`config.mk`:
```
export PLATFORM = sky130hd
export DESIGN_NAME = serial_subtractor
export DESIGN_NICKNAME = d
export VERILOG_FILES = /design/src/rtl/serial_subtractor.sv
export SDC_FILE = /design/constraint.sdc
export NUM_CORES = 1
export LEC_CHECK = 0
export ABC_AREA = 1
export BUFFER_PORTS_ARGS = -buffer_cell sky130_fd_sc_hd__clkbuf_2
export CORE_MARGIN = 4
export CORE_UTILIZATION = 55
export CTS_CLUSTER_SIZE = 16
export DETAILED_ROUTE_END_ITERATION = 10
export PLACE_DENSITY = 0.78
export SETUP_SLACK_MARGIN = 0.2
export SYNTH_ARGS = -nofsm -noshare
export SYNTH_HDL_FRONTEND = slang
export SYNTH_SLANG_ARGS = --single-unit
```
`constraint.sdc`:
```
create_clock -name i_clk -period 2.8 [get_ports i_clk]
set_input_delay 0.7 -clock i_clk [delete_from_list [all_inputs] [get_ports i_clk]]
set_output_delay 0.7 -clock i_clk [all_outputs]
set_load 0.02 [all_outputs]
```
`src/rtl/serial_subtractor.sv`:
```
// serial_subtractor: bit-serial A - B, LSB first, one full-subtractor cell
// with a registered borrow. Start/busy/done handshake, WIDTH-bit difference,
// borrow-out and signed-overflow flags, plus a per-bit serial output stream.
module serial_subtractor #(
    parameter int unsigned WIDTH = 8
) (
    input  logic             i_clk,
    input  logic             i_rst_n,
    input  logic             i_start,
    input  logic [WIDTH-1:0] i_a,
    input  logic [WIDTH-1:0] i_b,
    output logic             o_busy,
    output logic             o_done,
    output logic [WIDTH-1:0] o_diff,
    output logic             o_borrow_out,
    output logic             o_overflow,
    output logic             o_diff_bit,
    output logic             o_diff_bit_valid
);

    localparam int unsigned CNT_W = (WIDTH > 1) ? $clog2(WIDTH) : 1;

    typedef enum logic [1:0] {
        S_IDLE  = 2'd0,
        S_SHIFT = 2'd1,
        S_DONE  = 2'd2
    } state_t;

    state_t             r_state;
    state_t             w_next_state;
    logic               w_load;
    logic               w_last;

    logic [WIDTH-1:0]   r_sa;
    logic [WIDTH-1:0]   r_sb;
    logic [WIDTH-1:0]   r_res;
    logic               r_bor;
    logic [CNT_W-1:0]   r_cnt;
    logic               r_a_msb;
    logic               r_b_msb;

    logic               r_busy;
    logic               r_done;
    logic [WIDTH-1:0]   r_diff;
    logic               r_borrow_out;
    logic               r_overflow;
    logic               r_diff_bit_valid;

    logic               w_d;
    logic               w_bor_n;
    logic [WIDTH-1:0]   w_res_n;

    // State register
    always_ff @(posedge i_clk) begin
        if (!i_rst_n) begin
            r_state <= S_IDLE;
        end else begin
            r_state <= w_next_state;
        end
    end

    // Next-state and control decode
    always_comb begin
        w_next_state = r_state;
        w_load       = 1'b0;
        w_last       = 1'b0;
        case (r_state)
            S_IDLE: begin
                if (i_start) begin
                    w_next_state = S_SHIFT;
                    w_load       = 1'b1;
                end
            end
            S_SHIFT: begin
                if (r_cnt == CNT_W'(WIDTH - 1)) begin
                    w_next_state = S_DONE;
                    w_last       = 1'b1;
                end
            end
            S_DONE: begin
                w_next_state = S_IDLE;
            end
            default: begin
                w_next_state = S_IDLE;
            end
        endcase
    end

    // Full-subtractor cell on the current LSBs and the registered borrow
    always_comb begin
        w_d     = r_sa[0] ^ r_sb[0] ^ r_bor;
        w_bor_n = (~r_sa[0] & r_sb[0]) | (~(r_sa[0] ^ r_sb[0]) & r_bor);
        w_res_n = {w_d, r_res[WIDTH-1:1]};
    end

    // Operand shift registers, result register, borrow and bit counter
    always_ff @(posedge i_clk) begin
        if (!i_rst_n) begin
            r_sa    <= '0;
            r_sb    <= '0;
            r_res   <= '0;
            r_bor   <= 1'b0;
            r_cnt   <= '0;
            r_a_msb <= 1'b0;
            r_b_msb <= 1'b0;
        end else if (w_load) begin
            r_sa    <= i_a;
            r_sb    <= i_b;
            r_bor   <= 1'b0;
            r_cnt   <= '0;
            r_a_msb <= i_a[WIDTH-1];
            r_b_msb <= i_b[WIDTH-1];
        end else if (r_state == S_SHIFT) begin
            r_sa  <= r_sa >> 1;
            r_sb  <= r_sb >> 1;
            r_res <= w_res_n;
            r_bor <= w_bor_n;
            if (!w_last) begin
                r_cnt <= r_cnt + CNT_W'(1);
            end
        end
    end

    // Registered handshake and held results; results update only on completion
    always_ff @(posedge i_clk) begin
        if (!i_rst_n) begin
            r_busy           <= 1'b0;
            r_done           <= 1'b0;
            r_diff_bit_valid <= 1'b0;
            r_diff           <= '0;
            r_borrow_out     <= 1'b0;
            r_overflow       <= 1'b0;
        end else begin
            r_busy           <= (w_next_state == S_SHIFT);
            r_done           <= (w_next_state == S_DONE);
            r_diff_bit_valid <= (w_next_state == S_SHIFT);
            if (w_last) begin
                r_diff       <= w_res_n;
                r_borrow_out <= w_bor_n;
                r_overflow   <= (r_a_msb != r_b_msb) & (w_d != r_a_msb);
            end
        end
    end

    // Output drive; the serial bit is forced low outside SHIFT
    always_comb begin
        o_busy           = r_busy;
        o_done           = r_done;
        o_diff           = r_diff;
        o_borrow_out     = r_borrow_out;
        o_overflow       = r_overflow;
        o_diff_bit_valid = r_diff_bit_valid;
        o_diff_bit       = (r_state == S_SHIFT) ? w_d : 1'b0;
    end

endmodule

```
==> flow_results.xml <==
<?xml version="1.0" encoding="UTF-8"?>
<metrics>
  <group name="layout">
    <metric name="fill_cell_count" unit="">331</metric>
    <metric name="final_antenna_diode_count" unit="">0</metric>
    <metric name="synthToLayoutAreaGrowth" unit="%">10.4</metric>
    <metric name="final_design_area_no_fill" unit="mm^2">0.00213</metric>
    <metric name="design.final.nets" unit="">306</metric>
    <metric name="mostFrequentLayoutCells" unit="">nand2_1 (66), dfxtp_1 (43), nand3_1 (36)</metric>
    <metric name="proportion_of_layout_cells_with_a_drive_suffix_above_1" unit="%">20.8</metric>
    <metric name="layout_commonest_cell" unit="">nand2_1</metric>
  </group>
  <group name="placement">
    <metric name="placed_cell_area" unit="mm^2">0.00206</metric>
    <metric name="portBuffers" unit="">32</metric>
    <metric name="dpl.hpwl" unit="mm">2.66</metric>
    <metric name="gp_routability_congestion" unit="">0.799</metric>
  </group>
  <group name="clocking">
    <metric name="clock_path_buffers" unit="">2</metric>
    <metric name="clock-root-buffer" unit="">clkbuf_4</metric>
    <metric name="cts_setup_buffers" unit="">0</metric>
    <metric name="clk-insertion-delay-late" unit="ps">350</metric>
    <metric name="number_of_buffers_created_by_cts" unit="">5</metric>
    <metric name="cts-hold-fix-buffers" unit="">0</metric>
    <metric name="ctsHtreeMaxLevel" unit="">2</metric>
    <metric name="clk_transition_reported_paths" unit="ps">110</metric>
    <metric name="clkSinkCount" unit="">43</metric>
    <metric name="cts_tree" unit="">yes</metric>
    <metric name="post_cts.resized_instances" unit="">0</metric>
  </group>
  <group name="timing">
    <metric name="fmaxAchievable" unit="MHz">433</metric>
    <metric name="setup-tns-final" unit="ps">0</metric>
    <metric name="finalCriticalPeriod" unit="ps">2310</metric>
    <metric name="timing_worst_slew_pin_value" unit="ps">504</metric>
    <metric name="grt_setup_unrepaired" unit="">no</metric>
    <metric name="final-hold-violation-count" unit="">0</metric>
    <metric name="slew_viol_final" unit="">0</metric>
    <metric name="timing.clock.skew" unit="ps">11.6</metric>
    <metric name="period_share" unit="%">82.5</metric>
    <metric name="slew-limit-headroom" unit="%">66.4</metric>
    <metric name="finalSetupViolations" unit="">0</metric>
  </group>
  <group name="yosys">
    <metric name="synth_area_in_xor_xnor" unit="%">0</metric>
    <metric name="synth_compound_area_share" unit="%">13.4</metric>
    <metric name="synth-adder-area-share" unit="%">2.33</metric>
    <metric name="synth.yosys.warnings" unit="">0</metric>
    <metric name="synthesis.area" unit="mm^2">0.00193</metric>
    <metric name="synth_simple_gate_area_share" unit="%">27.8</metric>
    <metric name="synth_seq_area_share" unit="%">44.5</metric>
    <metric name="postSynthRegisterBits" unit="">43</metric>
    <metric name="synth.distinct_cells" unit="">22</metric>
    <metric name="post_synth_inst_count" unit="">257</metric>
    <metric name="yosys.area.top_type" unit="">dfxtp_1</metric>
    <metric name="dominant_combinational_cell_family_by_area_after_synthesis" unit="">simple AND/OR/NAND/NOR gates</metric>
    <metric name="biggest_area_contributors_in_the_synthesized_netlist" unit="">dfxtp_1 (45%), nand2_1 (13%), nand3_1 (9.3%)</metric>
    <metric name="synth_mux_area_share" unit="%">0</metric>
    <metric name="post_synthesis_mean_instance_area" unit="um^2">7.52</metric>
    <metric name="synth_nets" unit="">279</metric>
    <metric name="synth_top_area_share" unit="%">44.5</metric>
  </group>
  <group name="global_route">
    <metric name="global_route.peak_usage_layer" unit="">met2</metric>
    <metric name="globalRouteTotalUtil" unit="%">17.8</metric>
    <metric name="grt_start_max_net_pins" unit="">18</metric>
    <metric name="first_global_vias" unit="">1447</metric>
    <metric name="grt_remaining_overflow" unit="">0</metric>
    <metric name="met2_usage" unit="%">29.0</metric>
    <metric name="routing_usage_on_met3" unit="%">4.16</metric>
    <metric name="antenna_violations_before_repair" unit="">0</metric>
    <metric name="wire_length_of_the_first_global_routing_pass" unit="mm">6.17</metric>
    <metric name="met1_usage" unit="%">23.4</metric>
  </group>
  <group name="floorplan">
    <metric name="chipHeight" unit="um">67.3</metric>
    <metric name="ioPinCount" unit="">33</metric>
    <metric name="dieArea" unit="mm^2">0.00453</metric>
    <metric name="floorplan.rows" unit="">21</metric>
    <metric name="initial_utilization" unit="%">57.5</metric>
    <metric name="core_region_area" unit="mm^2">0.00336</metric>
    <metric name="chipWidth" unit="um">67.3</metric>
  </group>
  <group name="worst_setup_path">
    <metric name="timing.setup.critical_path_class" unit="">register to output pin</metric>
    <metric name="worst_setup_path_end_kind" unit="">output pin</metric>
    <metric name="slowest_stage" unit="">fa_1</metric>
    <metric name="worst_r2r_startpoint" unit="">r_state[0]$_SDFF_PN0_</metric>
    <metric name="max_stage_delay" unit="ps">570</metric>
    <metric name="cp_cell_sequence" unit="">inv_1 &gt; fa_1 &gt; nand2_1 &gt; inv_1 &gt; clkbuf_2</metric>
    <metric name="cp_max_fo" unit="">3</metric>
    <metric name="timing.critical_path.from_type" unit="">register</metric>
    <metric name="combined_buffer_and_inverter_count_along_the_critical_path" unit="">3</metric>
    <metric name="required" unit="ps">2100</metric>
    <metric name="worst-path-stages" unit="">5</metric>
    <metric name="cp-startpoint" unit="">r_sb[0]$_SDFFE_PN0P_</metric>
    <metric name="cp.arrival" unit="ps">1610</metric>
    <metric name="crit_path_frequent_cell" unit="">inv_1</metric>
    <metric name="cpLargestDelayFamily" unit="">adder cells</metric>
    <metric name="worst-r2r-cell-count" unit="">5</metric>
  </group>
  <group name="route">
    <metric name="routedWlPerCell" unit="um">11.3</metric>
    <metric name="vias" unit="">1658</metric>
    <metric name="detail-route-antenna-nets" unit="">0</metric>
    <metric name="post-route-drc-count" unit="">0</metric>
    <metric name="routed_wirelength" unit="mm">3.74</metric>
    <metric name="via_per_inst" unit="">5.02</metric>
    <metric name="detail_route.first_pass.iterations" unit="">4</metric>
    <metric name="detailedRoute.firstIterationViolations" unit="">91</metric>
  </group>
  <group name="power_and_ir_drop">
    <metric name="leakagePower" unit="nW">1.00</metric>
    <metric name="power.density" unit="mW/mm^2">556</metric>
    <metric name="power.ir.vdd_worst" unit="mV">0.437</metric>
  </group>
  <group name="worst_hold_path">
    <metric name="hold-path-cell-count" unit="">2</metric>
    <metric name="min-delay-start" unit="">r_res[1]$_SDFFE_PN0P_</metric>
    <metric name="holdCritPathClass" unit="">register to register</metric>
  </group>
  <group name="run">
    <metric name="cap_violations" unit="">0</metric>
  </group>
  <group name="run_status">
    <metric name="status" unit="">finished, final reports clean</metric>
  </group>
</metrics>
==> state kept, by name, summed over array words and instances, names as in the netlist, 2 cells and up <==
name,cells
o_diff,8
r_sa,8
r_sb,8
r_res,7
r_cnt,3
r_state,2
==> synthesized netlist by cell type <==
cell type and instances:
nand2_1 66, dfxtp_1 43, nand3_1 36, inv_1 32, a21oi_1 16, nor2_1 13
a21oi_2 10, o21ai_0 10, buf_6 5, o21ai_1 5, buf_2 4, buf_4 2
clkbuf_1 2, ha_1 2, inv_2 2, nand2_4 2, nor2_4 2, buf_1 1
fa_1 1, nand2_2 1, nand3_2 1, o21ai_4 1
==> area by class of cell <==
class | instances | area [um^2] | share of cell area [%]
Sequential cell | 43 | 861 | 40.3
Multi-Input combinational cell | 166 | 842 | 39.4
Timing Repair Buffer | 34 | 175 | 8.21
Inverter | 34 | 128 | 5.98
Tap cell | 46 | 57.6 | 2.70
Clock buffer | 6 | 41.3 | 1.93
Clock inverter | 1 | 30.0 | 1.41
==> kinds of logic (layout without fill, tap and decap cells) <==
group	Yosys count	after routing
AOI/OAI and AO/OA	42	42
and+or+nand+nor	121	121
buffers and inverters	48	75
adders and majority gates	3	3
DFF	43	43
==> report_power, final <==
| group | total [mW] | leakage (nW) | internal, mW | switching [mW] |
|---|---|---|---|---|
| Sequential | 0.661 | 0.352 | 0.644 | 0.0177 |
| Clock | 0.368 | 0.0383 | 0.184 | 0.184 |
| Combinational | 0.157 | 0.615 | 0.0555 | 0.102 |
| Total | 1.19 | 1.00 | 0.883 | 0.303 |
==> metal layers <==
| metal | vias to the layer above | routed length [um] | share of wire [%] |
|---|---|---|---|
| met1 | 753 | 1850 | 49 |
| met2 | 34 | 1680 | 45 |
| met5 | - | 0 | 0 |
| met4 | 0 | 55 | 1.5 |
| li1 | 864 | - | - |
| met3 | 7 | 162 | 4.3 |
==> worst min-delay path: cells and delay by family (launching register included) <==
family / cells / cell delay (ps)
flops: 1 / 330
simple gates: 1 / 60
compound gates: 1 / 50
==> final timing paths <==
path | slack [ps] | to
worst max-delay path | 490 | o_diff_bit
worst min-delay path | 470 | o_diff[0]$_SDFFE_PN0P_
worst max register to register | 1250 | r_sb[7]$_SDFFE_PN0P_
worst min register to register | 470 | o_diff[0]$_SDFFE_PN0P_
==> through the flow <==
step / cells / hold WS (ps) / total power [mW] / setup WS (ps) / utilization (%)
global placement: 323 / 449 / 0.829 / 906 / 61.3
global route: 330 / 503 / 1.24 / 416 / 63.5
CTS: 330 / 473 / 1.19 / 493 / 63.5
floorplan: 257 / 436 / 0.799 / 1000 / -
detailed placement: 323 / 457 / 0.832 / 877 / 61.3
finish: 330 / 469 / 1.19 / 490 / 63.5
Note: power is estimated with default switching activity, not from simulation.
